File: config.mk
export PLATFORM = sky130hd
export DESIGN_NAME = line_delay_ctrl
export DESIGN_NICKNAME = d
export VERILOG_FILES = /design/src/rtl/line_delay_ctrl.sv
export SDC_FILE = /design/constraint.sdc
export NUM_CORES = 1
export LEC_CHECK = 0
export ABC_AREA = 0
export CAP_MARGIN = 20
export CORE_ASPECT_RATIO = 0.75
export CORE_UTILIZATION = 45
export DETAILED_ROUTE_END_ITERATION = 6
export GPL_TIMING_DRIVEN = 1
export MAX_ROUTING_LAYER = met4
export PLACE_DENSITY = 0.78
export SETUP_SLACK_MARGIN = 0.15
export SLEW_MARGIN = 20
export SYNTH_ARGS = -nofsm -noshare
export SYNTH_HDL_FRONTEND = slang
export SYNTH_SLANG_ARGS = --single-unit
File: constraint.sdc
create_clock -name clk -period 2.2 [get_ports clk]
set_clock_uncertainty 0.1 [all_clocks]
set_input_delay 0.22 -clock clk [delete_from_list [all_inputs] [get_ports clk]]
set_output_delay 0.22 -clock clk [all_outputs]
set_load 0.01 [all_outputs]
File: src/rtl/line_delay_ctrl.sv
// line_delay_ctrl
//   Streaming line-delay controller for the stitching pixel pipeline. It uses one
//   external simple dual-port RAM (one-clock mode, READ_FIRST) as a circular
//   buffer. Each accepted pixel comes back exactly L accepted pixels later, where
//   L is the delay length latched from cfg_len.
//
//   Ports
//     clk, reset      single clock, synchronous active-high reset
//     cfg_len         requested delay length, sampled only while idle
//     flush           synchronous restart to idle (RAM contents kept)
//     in_valid/data   pixel stream input, always accepted
//     out_valid/data  delayed pixel; out_data comes straight from ram_rdata
//     filled          delay line fully primed
//     ram_*           write and read ports of the RAM
//
//   state | meaning
//   ------+-----------------------------------------------------------
//   IDLE  | empty line, L follows cfg_len, first accept starts priming
//   FILL  | priming, fewer than L samples written since restart
//   RUN   | primed, every accept reads the sample pushed L accepts ago
module line_delay_ctrl #(
  parameter int DATA_WIDTH = 8,
  parameter int ADDR_WIDTH = 10,
  parameter int DEPTH      = 1024,
  parameter int OUTPUT_REG = 0
) (
  input  logic                  clk,
  input  logic                  reset,
  input  logic [ADDR_WIDTH:0]   cfg_len,
  input  logic                  flush,
  input  logic                  in_valid,
  input  logic [DATA_WIDTH-1:0] in_data,
  output logic                  out_valid,
  output logic [DATA_WIDTH-1:0] out_data,
  output logic                  filled,
  output logic                  ram_we,
  output logic [ADDR_WIDTH-1:0] ram_waddr,
  output logic [DATA_WIDTH-1:0] ram_wdata,
  output logic                  ram_re,
  output logic [ADDR_WIDTH-1:0] ram_raddr,
  input  logic [DATA_WIDTH-1:0] ram_rdata
);

  localparam int RD_LAT = 1 + OUTPUT_REG;
  localparam logic [ADDR_WIDTH:0] LEN_MAX  = (ADDR_WIDTH+1)'(DEPTH);
  localparam logic [ADDR_WIDTH:0] LEN_ONE  = (ADDR_WIDTH+1)'(1);
  localparam logic [ADDR_WIDTH:0] LEN_ZERO = '0;

  typedef enum logic [1:0] {
    IDLE = 2'd0,
    FILL = 2'd1,
    RUN  = 2'd2
  } state_t;

  state_t                state_q, state_d;
  logic [ADDR_WIDTH:0]   len_q, len_d;
  logic [ADDR_WIDTH-1:0] ptr_q, ptr_d;
  logic [ADDR_WIDTH:0]   fill_cnt_q, fill_cnt_d;
  logic                  filled_q, filled_d;
  logic [RD_LAT-1:0]     vpipe_q, vpipe_d;

  logic                  accept;
  logic                  rd_tag;
  logic                  ptr_last;
  logic [ADDR_WIDTH-1:0] ptr_next;
  logic [ADDR_WIDTH:0]   fill_inc;

  // The same cycle that accepts a pixel writes it and reads the oldest one
  // at the same address; READ_FIRST hands back the old content.
  assign accept    = in_valid & ~reset & ~flush;
  assign ram_we    = accept;
  assign ram_re    = accept;
  assign ram_waddr = ptr_q;
  assign ram_raddr = ptr_q;
  assign ram_wdata = in_data;

  assign out_data  = ram_rdata;
  assign out_valid = vpipe_q[RD_LAT-1];
  assign filled    = filled_q;

  assign ptr_last = ({1'b0, ptr_q} == (len_q - LEN_ONE));
  assign ptr_next = ptr_last ? '0 : ptr_q + ADDR_WIDTH'(1);
  assign fill_inc = fill_cnt_q + LEN_ONE;

  always_comb begin
    state_d    = state_q;
    len_d      = len_q;
    ptr_d      = ptr_q;
    fill_cnt_d = fill_cnt_q;
    filled_d   = filled_q;
    rd_tag     = 1'b0;

    // Out-of-range or zero lengths fall back to the full buffer.
    if (state_q == IDLE) begin
      if ((cfg_len == LEN_ZERO) || (cfg_len > LEN_MAX)) begin
        len_d = LEN_MAX;
      end else begin
        len_d = cfg_len;
      end
    end

    if (flush) begin
      state_d    = IDLE;
      ptr_d      = '0;
      fill_cnt_d = '0;
      filled_d   = 1'b0;
    end else begin
      case (state_q)
        IDLE: begin
          if (accept) begin
            ptr_d      = ptr_next;
            fill_cnt_d = LEN_ONE;
            if (len_q == LEN_ONE) begin
              state_d  = RUN;
              filled_d = 1'b1;
            end else begin
              state_d  = FILL;
            end
          end
        end
        FILL: begin
          if (accept) begin
            ptr_d      = ptr_next;
            fill_cnt_d = fill_inc;
            if (fill_inc == len_q) begin
              state_d  = RUN;
              filled_d = 1'b1;
            end
          end
        end
        RUN: begin
          if (accept) begin
            ptr_d  = ptr_next;
            rd_tag = 1'b1;
          end
        end
        default: begin
          state_d = IDLE;
        end
      endcase
    end

    // Read-valid tag follows the RAM read latency.
    vpipe_d[0] = rd_tag;
    for (int i = 1; i < RD_LAT; i++) begin
      vpipe_d[i] = vpipe_q[i-1];
    end
    if (flush) begin
      vpipe_d = '0;
    end
  end

  always_ff @(posedge clk) begin
    if (reset) begin
      state_q    <= IDLE;
      len_q      <= LEN_MAX;
      ptr_q      <= '0;
      fill_cnt_q <= '0;
      filled_q   <= 1'b0;
      vpipe_q    <= '0;
    end else begin
      state_q    <= state_d;
      len_q      <= len_d;
      ptr_q      <= ptr_d;
      fill_cnt_q <= fill_cnt_d;
      filled_q   <= filled_d;
      vpipe_q    <= vpipe_d;
    end
  end

endmodule
==> results.md, run 1 <==
- Number of synthesized flops with an enable pin: 0
- Hold slack: around 0.34 ns
- Clk slew on worst S/H paths: around 0.080 ns
- Layout cell share with drive strength beyond 1: 22.9%
- RSZ-0062 raised after global routing: yes
- Cell Chain, Critical Path: or3_4, or3_4, a2111oi_4, o2111ai_4, buf_4, o21ai_2, nand2_1
- Number of I/O pins: between 70 and 80
- Post-synth top area share: 26.8%
- CTS tree: done
- Pwr Density: ~420 nW/um^2
- Synth Register Bits: 36
- GP Congestion: between 0.9 and 1
- Hold depth: 0
- Fillers: a little under 500
- Sequential area share after synthesis: a little over a quarter
- Routed via count: approximately 2700
- Via density per instance: between 5 and 6
- Clk_lat worst skew: 0.29 ns
- Initial Utilization: about half
- Setup-failing EPs final: 6
- MaxCap Viol Count: 0
- Worst-Margin Slew: between 0.5 and 0.6 ns
- DR iter-0 viols: ~240
- Core area: between 5000 and 6000 sq um
- Worst R2R End: ram_raddr[6]$_SDFFE_PP0P_
- Peak VDD IR: 0.260 mV
- Worst setup path class: reg -> reg
- Dominant cell type by area after synthesis: dfxtp_1
- Final Util: 61.5%
- Worst reg2reg setup slack: -0.05 ns
- Leak pwr: approximately 1.3 nW
- Rows: 23
- Critical Path Max Stage Delay: approximately 0.4 ns
- Rel. slew slack: a little over three fifths
- Min-Delay Endpoint: out_data[3]
- Synth Net Count: roughly 380
- FMAX: 445 MHz
- Worst Reg-to-Reg Cells: 7
- H-tree depth: 2
- Outcome: complete, but fails checks
- Count of different cell masters after synthesis: 57
- Vias in the first global route: between 2000 and 2500
- CP required: approximately 2.3 ns
- Final Hold Viols: 0
- Area grow syn2layout: 27.2%
- CP max FO: 7
- Longest Clk Path Bufs: 2
- N_diodes: 0
- CTS sink cnt: 36
- First-pass GRT wire length: 11200 um
- Avg Cell Area, Syn: a little under 8 sq um
- Hold path startpoint: ram_rdata[3]
- CTS Buf Count: 5
- Global-route usage over all layers: between 20% and 30%
- PortBufs: 38
- Root buffer cell: clkbuf_8
- Worst R2R Start: len_q[0]$_SDFFE_PP0P_
- WL final: 7460 um
- Commonest cells post-synth: 36 x dfxtp_1, 32 x nor2_1, 28 x nand2_1
- Shortest period the worst path allows: 2.25 ns
- Routed wire per std cell: roughly 16 um
- Slowest cell on crit path: a2111oi_4
- Startpoint types: register
- Post-route DRC: 1
- Failing checks: DRC, setup timing
- Mapped Cells: between 300 and 400
- Synth warn: 0
- Routed Antenna Nets: 0
- Count leader, synth: dfxtp_1
- Tcrit/Tclk final: 102%
- Capturing element type of the critical path: register
- Die X: about 91 um
- Final HPWL DP: 5200 um
- Max-slew violation count: 0
- Pin count of the biggest net entering global routing: 16
- Post-route setup slack: -0.0494 ns
- Crit path DAT: 2.34 ns
- Synth Cell Area: 2690 sq um
- Die area: approximately 6300 sq um
- Chip height: a little under 70 um
- Synth area leaders: dfxtp_1 27%, buf_4 7.5%, xnor2_1 4.9%, nor2_1 4.5%, nand2_1 3.9%
- Worst min path class: in -> out
- Cts hold-fix bufs: 0
- Place WS: about 0.0043 ns
- Fraction of registers with async set/reset: 0%
- Gr ovfl total: 0
- DR pass1 iterations: 7
- TNS Setup: -0.198 ns
- Final Net Count: between 400 and 500
- CP most frequent cell: or3_4
- Initial antenna violation count: 0
- Synth Flop Type: dfxtp_1
[repair_timing]
item / CTS / global route
pin swaps: 5 / 13
hold endpoints to repair: 0 / 0
resized for setup: 9 / 30
setup endpoints to repair: 13 / 15
setup buffers: 2 / 9
[registers in the layout, indices dropped and copies added (netlist names)]
signal and count:
fill_cnt_q 11, len_q 11, ram_raddr 10, state_q 2
filled 1, out_valid 1
[metal layers]
| layer | part of all wire, % | GRT usage (%) | vias up |
|---|---|---|---|
| met5 | 0 | - | - |
| met4 | 1.4 | 6.15 | 0 |
| met3 | 8.0 | 3.95 | 15 |
| met2 | 42 | 34.5 | 136 |
| met1 | 48 | 33.8 | 1250 |
| li1 | - | - | 1277 |
[cell usage in the layout, fill, tap and decap left out, drive strengths merged, types with 7 or more instances in the layout]
master and instances:
nor2 32, o21ai 15, nor3 10, nand3b 11
buf 44, dfxtp 36, a21oi 20, a22oi 11
nand4 7, inv 8, nand3 17, clkdlybuf4s50 38
and3 9, clkbuf 8, xnor2 15, xor2 12
nand2 28, nor4 7
[worst max path at each step]
stage | start | end | slack, ns
6_report | len_q[0]$_SDFFE_PP0P_ | ram_raddr[6]$_SDFFE_PP0P_ | -0.05
4_1_cts | len_q[0]$_SDFFE_PP0P_ | ram_raddr[9]$_SDFFE_PP0P_ | -0.002
3_5_place_dp | len_q[0]$_SDFFE_PP0P_ | ram_raddr[9]$_SDFFE_PP0P_ | 0.004
3_3_place_gp | len_q[0]$_SDFFE_PP0P_ | ram_raddr[9]$_SDFFE_PP0P_ | 0.05
5_1_grt | len_q[0]$_SDFFE_PP0P_ | ram_raddr[6]$_SDFFE_PP0P_ | -0.09
2_1_floorplan | len_q[0]$_SDFFE_PP0P_ | ram_raddr[3]$_SDFFE_PP0P_ | 0.03
[final cells by class]
cell class | count | area, sq um | area share [%]
clock buffer | 8 | 90.1 | 2.64
tap | 75 | 93.8 | 2.75
multi-input combinational | 251 | 1740 | 51.0
inverter | 8 | 30.0 | 0.878
timing repair buffer | 82 | 727 | 21.3
sequential | 36 | 736 | 21.5
[report_power, final]
part	internal (mW)	switching, mW	total, mW	leakage [nW]
logic	0.121	0.133	0.254	0.946
clock network	0.256	0.245	0.501	0.0455
registers	0.661	0.0212	0.682	0.296
total	1.04	0.400	1.44	1.29
[cells by family (layout without fill, tap and decap cells)]
logic type,Yosys count,after routing,share of synthesized area [%]
AO/OA/AOI/OAI,70,70,18.7
XOR/XNOR,27,27,8.80
adder cells (fa/ha/maj),5,5,2.24
buffers and inverters,61,98,12.9
flip-flops,36,36,26.8
multiplexers,2,2,0.745
AND/OR/NAND/NOR,147,147,29.8
[stage by stage]
step,power (mW),instance area (sq um),std cells
finish,1.44,3420,460
global route,1.49,3420,460
CTS,1.43,3230,451
detailed placement,0.933,3100,441
global placement,0.928,3100,441
floorplan,0.869,2720,348
[critical path: cells and delay by family, from the launching register on]
| family | cells | cell delay (ns) |
|---|---|---|
| flops | 1 | 0.36 |
| buf+inv | 1 | 0.20 |
| compound gates | 3 | 0.70 |
| simple gates | 3 | 0.78 |
(Power assumes the default switching activity.)
==> run 2: changes to the inputs <==
CELL_PAD_IN_SITES_DETAIL_PLACEMENT = 1   (was not set)
CELL_PAD_IN_SITES_GLOBAL_PLACEMENT = 1   (was not set)
CORE_UTILIZATION = 32   (was 45)
PLACE_DENSITY = not set   (was 0.78)
PLACE_DENSITY_LB_ADDON = 0.1   (was not set)
==> run 2 against run 1 <==
- the flow finishes with violations (setup timing)
- critical endpoint is now ram_raddr[2]$_SDFFE_PP0P_
- largest power group unchanged
- count of clock-buffer cells in the layout down 2
- via count down 0.93%
- wire length increased by 16%
- sequential power about the same
- hold slack got worse by 0.090 ns
- total power down 0.99%
==> results.md, run 2 (synthesized netlist as in run 1, its figures left out) <==
- Outcome: complete, but fails checks (unchanged)
- Failing checks: setup timing (was DRC, setup timing)
- CP required: 2.28 ns (was 2.29 ns)
- Chip height: 81.4 um (was 68.9 um)
- Leading cell type in the layout, fill and taps excluded: buf_4 (unchanged)
- Die area: 8770 sq um (was 6290 sq um)
- Tcrit/Tclk final: 101% (was 102%)
- Worst Reg-to-Reg Cells: 7 (unchanged)
- Global-route usage over all layers: 21.5% (was 23.7%)
- Final Power: 1.42 mW (was 1.44 mW)
- Die X: 108 um (was 91.2 um)
- Root buffer cell: clkbuf_8 (unchanged)
- Peak VDD IR: 0.229 mV (was 0.260 mV)
- Startpoint types: register (unchanged)
- Routed wire per std cell: 17.3 um (was 16.2 um)
- CP top delay family: simple AND/OR/NAND/NOR gates (unchanged)
- Pwr Density: 403 nW/um^2 (was 420 nW/um^2)
- CP max FO: 3 (was 7)
- Via density per instance: 5.31 (was 5.82)
- WL final: 8640 um (was 7460 um)
- Slowest cell on crit path: or3_4 (was a2111oi_4)
- Fillers: 989 (was 496)
- DR iter-0 viols: 96 (was 238)
- N_diodes: 0 (unchanged)
- Longest Clk Path Bufs: 2 (unchanged)
- Final HPWL DP: 6470 um (was 5200 um)
- Gr ovfl total: 0 (unchanged)
- Final Net Count: 430 (was 419)
- Setup-failing EPs final: 3 (was 6)
- Cell Chain, Critical Path: or3_4, or3_4, a2111oi_4, o2111ai_4, buf_6, nand4_1, a21oi_2 (was or3_4, or3_4, a2111oi_4, o2111ai_4, buf_4, o21ai_2, nand2_1)
- Leak pwr: 1.36 nW (was 1.29 nW)
- Number of I/O pins: 71 (unchanged)
- FMAX: 451 MHz (was 445 MHz)
- Placed cell count: 481 (was 441)
- Non-Filler Instances: 500 (was 460)
- Worst R2R End: ram_raddr[2]$_SDFFE_PP0P_ (was ram_raddr[6]$_SDFFE_PP0P_)
- Core area: 8020 sq um (was 5550 sq um)
- Worst min path class: in -> reg (was in -> out)
- Worst setup path class: reg -> reg (unchanged)
- Post-route DRC: 0 (was 1)
- CTS Buf Count: 5 (unchanged)
- Final Hold Viols: 0 (unchanged)
- Number of cells on the critical path: 7 (unchanged)
- CTS sink cnt: 36 (unchanged)
- Rows: 28 (was 23)
- Max-slew violation count: 0 (unchanged)
- Rel. slew slack: 47.0% (was 62.7%)
- Critical Path Max Stage Delay: 0.39 ns (was 0.40 ns)
- Cts hold-fix bufs: 0 (unchanged)
- Post-route setup slack: -0.0182 ns (was -0.0494 ns)
- Crit path DAT: 2.30 ns (was 2.34 ns)
- Capturing element type of the critical path: register (unchanged)
- Crit path buffers/inverters: 1 (unchanged)
- Most frequent cells in the layout: 51 x buf_4, 36 x clkdlybuf4s50_1, 30 x nor2_1 (was 42 x buf_4, 38 x clkdlybuf4s50_1, 30 x nor2_1, 30 x dfxtp_1, 27 x nand2_1)
- Initial Utilization: 33.5% (was 48.4%)
- Layout cell share with drive strength beyond 1: 26.6% (was 22.9%)
- H-tree depth: 2 (unchanged)
- Area grow syn2layout: 31.5% (was 27.2%)
- Routed via count: 2653 (was 2678)
- PortBufs: 38 (unchanged)
- Worst reg2reg setup slack: -0.02 ns (was -0.05 ns)
- Clk slew on worst S/H paths: 0.08 ns (about the same)
- Pin count of the biggest net entering global routing: 15 (was 16)
- Worst-Margin Slew: 0.792 ns (was 0.558 ns)
- CP most frequent cell: or3_4 (unchanged)
- First-pass GRT wire length: 13900 um (was 11200 um)
- Worst R2R Start: len_q[0]$_SDFFE_PP0P_ (unchanged)
- MaxCap Viol Count: 0 (unchanged)
- Crit path to: ram_raddr[2]$_SDFFE_PP0P_ (was ram_raddr[6]$_SDFFE_PP0P_)
- Critical Path Source: len_q[0]$_SDFFE_PP0P_ (unchanged)
- CTS tree: done (unchanged)
- GP Congestion: 0.815 (was 0.944)
- RSZ-0062 raised after global routing: yes (unchanged)
- Routed Antenna Nets: 0 (unchanged)
- Vias in the first global route: 2567 (was 2294)
- Clk_lat worst skew: 0.29 ns (about the same)
- DR pass1 iterations: 4 (was 7)
- Shortest period the worst path allows: 2.22 ns (was 2.25 ns)
- Initial antenna violation count: 0 (unchanged)
run 2: changes by cell type in the layout (fill, tap and decap cells not counted), sizes merged:
cell / before / now
buf: 44 / 55
clkdlybuf4s50: 38 / 36
clkbuf: 8 / 6
dlymetal6s2s: 0 / 2
clkinv: 0 / 1
run 2: report_power, final:
| part | switching [mW] | internal, mW |
|---|---|---|
| registers | 0.0226 | 0.662 |
| clock network | 0.245 | 0.216 |
| logic | 0.143 | 0.135 |
| total | 0.410 | 1.01 |
run 2: final cells by class:
class,count,area (sq um),area share [%]
well taps,105,131,3.72
inverters,8,30.0,0.850
clock inverters,1,5.00,0.142
flip-flops and latches,36,737,20.9
multi-input cells,251,1740,49.4
repair buffers,93,813,23.0
clock buffers,6,72.6,2.05
run 2: worst min-delay path by stage:
stage / cells past startpoint / slack, ns / end / start
3_3_place_gp: 0 / 0.34 / out_data[1] / ram_rdata[1]
5_1_grt: 2 / 0.30 / state_q[0]$_SDFFE_PP0P_ / in_valid
4_1_cts: 0 / 0.34 / out_data[1] / ram_rdata[1]
3_5_place_dp: 0 / 0.34 / out_data[1] / ram_rdata[1]
6_report: 2 / 0.25 / state_q[0]$_SDFFE_PP0P_ / in_valid
2_1_floorplan: 1 / 0.23 / len_q[10]$_SDFFE_PP1P_ / reset
run 2: metal layers:
metal	wire length (um)	GRT usage [%]	vias to the layer above
li1	-	-	1302
met5	0	-	-
met2	3600	31.2	54
met1	4580	31.4	1291
met3	426	3.29	6
met4	34	3.15	0
run 2: what timing repair did:
action	in CTS	in global routing
gates cloned	0	0
resized for setup	27	20
buffers inserted	7	5
pin swaps	17	17
hold endpoints to repair	0	0
setup endpoints to repair	13	15
run 2: stage by stage:
stage                     hold WS, ns  worst slack [ns]  TNS, ns  instance area (sq um)  utilization (%)
after floorplan                 0.227            0.0306        0                   2720                -
after global placement          0.340            0.0245        0                   3210             40.1
after detailed placement        0.340           -0.0396   -0.189                   3210             40.1
after CTS                       0.340           -0.0148  -0.0537                   3430             42.7
after global routing            0.300           -0.0917   -0.639                   3530             44.0
final                           0.250           -0.0182  -0.0218                   3530             44.0
==> run 3: changes to the inputs <==
CORE_ASPECT_RATIO = 1.1   (was 0.75)
CORE_UTILIZATION = 35   (was 32)
clock period = 2.5 ns   (was 2.2 ns; I/O delays follow)
==> run 3 against run 2 <==
- first-iteration DRC count down 28%
- count of clock-buffer cells in the layout grew 2
- via count down 6.8%
- total power shrank 12%
- largest cell class unchanged
- the flow now finishes without violations
- highest routed layer unchanged
- register-to-register slack better by 0.29 ns
- non-clock buffer count shrank 31
- hold slack improved by 0.15 ns
- fmax fell by 0.33%
==> results.md, run 3 (synthesized netlist as in run 1, its figures left out) <==
- Tcrit/Tclk final: 89.0% (was 101%)
- Final HPWL DP: 6120 um (was 6470 um)
- Cell Chain, Critical Path: or3_4, or3_4, a2111oi_4, o2111ai_4, o21ai_4, nor2_1 (was or3_4, or3_4, a2111oi_4, o2111ai_4, buf_6, nand4_1, a21oi_2)
- Via density per instance: 5.47 (was 5.31)
- Chip height: 93.9 um (was 81.4 um)
- Leak pwr: 1.17 nW (was 1.36 nW)
- FMAX: 449 MHz (was 451 MHz)
- Final Util: 42.3% (was 44.0%)
- Peak VDD IR: 0.229 mV (about the same)
- Routed Antenna Nets: 0 (unchanged)
- Capturing element type of the critical path: register (unchanged)
- N_diodes: 0 (unchanged)
- GP Congestion: 0.840 (was 0.815)
- Startpoint types: register (unchanged)
- Global-route usage over all layers: 20.5% (was 21.5%)
- Worst-Margin Slew: 0.690 ns (was 0.792 ns)
- Shortest period the worst path allows: 2.23 ns (was 2.22 ns)
- Core area: 7430 sq um (was 8020 sq um)
- Die area: 8030 sq um (was 8770 sq um)
- Gr ovfl total: 0 (unchanged)
- Worst setup path class: reg -> reg (unchanged)
- First-pass GRT wire length: 12500 um (was 13900 um)
- Pwr Density: 398 nW/um^2 (was 403 nW/um^2)
- Layout cell share with drive strength beyond 1: 12.6% (was 26.6%)
- Longest Clk Path Bufs: 2 (unchanged)
- Final Hold Viols: 0 (unchanged)
- Routed via count: 2473 (was 2653)
- Placed cell count: 443 (was 481)
- CTS tree: done (unchanged)
- Root buffer cell: clkbuf_8 (unchanged)
- Outcome: complete, no violations (was complete, but fails checks)
- TNS Setup: 0 ns (was -0.0218 ns)
- Vias in the first global route: 2392 (was 2567)
- Routed wire per std cell: 17.1 um (was 17.3 um)
- Crit path DAT: 2.31 ns (was 2.30 ns)
- MaxCap Viol Count: 0 (unchanged)
- Setup-failing EPs final: 0 (was 3)
- Leading cell type in the layout, fill and taps excluded: clkdlybuf4s50_1 (was buf_4)
- CP most frequent cell: or3_4 (unchanged)
- PortBufs: 38 (unchanged)
- WL final: 7750 um (was 8640 um)
- Initial Utilization: 36.1% (was 33.5%)
- CP max FO: 7 (was 3)
- Non-Filler Instances: 452 (was 500)
- Most frequent cells in the layout: 38 x clkdlybuf4s50_1, 35 x dfxtp_1, 32 x nor2_1 (was 51 x buf_4, 36 x clkdlybuf4s50_1, 30 x nor2_1)
- Pin count of the biggest net entering global routing: 14 (was 15)
- Post-route DRC: 0 (unchanged)
- CP required: 2.58 ns (was 2.28 ns)
- DR iter-0 viols: 69 (was 96)
- CTS Buf Count: 5 (unchanged)
- Rel. slew slack: 53.8% (was 47.0%)
- Crit path buffers/inverters: 0 (was 1)
- Slowest cell on crit path: a2111oi_4 (was or3_4)
- Number of I/O pins: 71 (unchanged)
- Critical Path Max Stage Delay: 0.38 ns (was 0.39 ns)
- Rows: 33 (was 28)
- Clk slew on worst S/H paths: 0.07 ns (was 0.08 ns)
- Initial antenna violation count: 0 (unchanged)
- CTS sink cnt: 36 (unchanged)
- DR pass1 iterations: 5 (was 4)
- Worst min path class: reg -> reg (was in -> reg)
- Clk_lat worst skew: 0.28 ns (was 0.29 ns)
- RSZ-0062 raised after global routing: no (was yes)
- Cts hold-fix bufs: 0 (unchanged)
- Final Net Count: 399 (was 430)
- CP top delay family: compound AO/OA/AOI/OAI gates (was simple AND/OR/NAND/NOR gates)
- H-tree depth: 2 (unchanged)
- Max-slew violation count: 0 (unchanged)
- Area grow syn2layout: 17.0% (was 31.5%)
- Die X: 85.5 um (was 108 um)
## run 3: changes by cell type in the layout (fill, tap and decap cells not counted), moves of 4 or more
cell and delta:
a21oi_1 +4, a21oi_2 -4, buf_4 -27, buf_6 -4, dfxtp_1 +8, dfxtp_2 -6, o21ai_0 +5
## run 3: final timing paths
check	startpoint	to	slack, ns	depth (start not counted)
min reg2reg	fill_cnt_q[1]$_SDFFE_PP0P_	fill_cnt_q[1]$_SDFFE_PP0P_	0.40	2
max	len_q[1]$_SDFFE_PP0P_	ram_raddr[7]$_SDFFE_PP0P_	0.27	6
max reg2reg	len_q[1]$_SDFFE_PP0P_	ram_raddr[7]$_SDFFE_PP0P_	0.27	6
min	fill_cnt_q[1]$_SDFFE_PP0P_	fill_cnt_q[1]$_SDFFE_PP0P_	0.40	2
## run 3: final cells by class
type	count	area (sq um)
Timing Repair Buffer	62	561
Clock buffer	8	90.1
Fill cell	922	4290
Tap cell	87	109
Multi-Input combinational cell	251	1630
Sequential cell	36	722
Inverter	8	30.0
## run 3: power breakdown
group / switching, mW / leakage, nW / total, mW / internal [mW]
combinational: 0.113 / 0.828 / 0.210 / 0.0971
clock: 0.214 / 0.0455 / 0.439 / 0.225
sequential: 0.0188 / 0.292 / 0.602 / 0.584
## run 3: timing repair
action	4_1_cts	5_1_grt
setup buffers	0	1
resized for setup	0	4
setup endpoints to repair	0	6
## run 3: metrics by stage
step / hold WS, ns / setup slack (ns) / cell area (sq um) / total power, mW
after floorplan: 0.255 / 0.244 / 2690 / 0.764
after detailed placement: 0.388 / 0.212 / 3030 / 0.823
after global placement: 0.381 / 0.278 / 3030 / 0.821
after CTS: 0.398 / 0.205 / 3120 / 1.26
after global routing: 0.400 / 0.152 / 3140 / 1.32
final: 0.399 / 0.274 / 3140 / 1.25
## run 3: metal layers
layer,global-route usage (%),routed length [um],share of wire (%),vias up
met1,23.7,3430,44,1190
met3,3.08,222,2.9,10
met5,-,0,0,-
met4,5.00,102,1.3,0
li1,-,-,-,1236
met2,37.1,3990,51,37
## run 3: worst register-to-register path, cell delays in order, from the launching register on
cell	delay, ns
dfxtp_2	0.36
or3_4	0.37
or3_4	0.35
a2111oi_4	0.38
o2111ai_4	0.27
o21ai_4	0.23
nor2_1	0.07
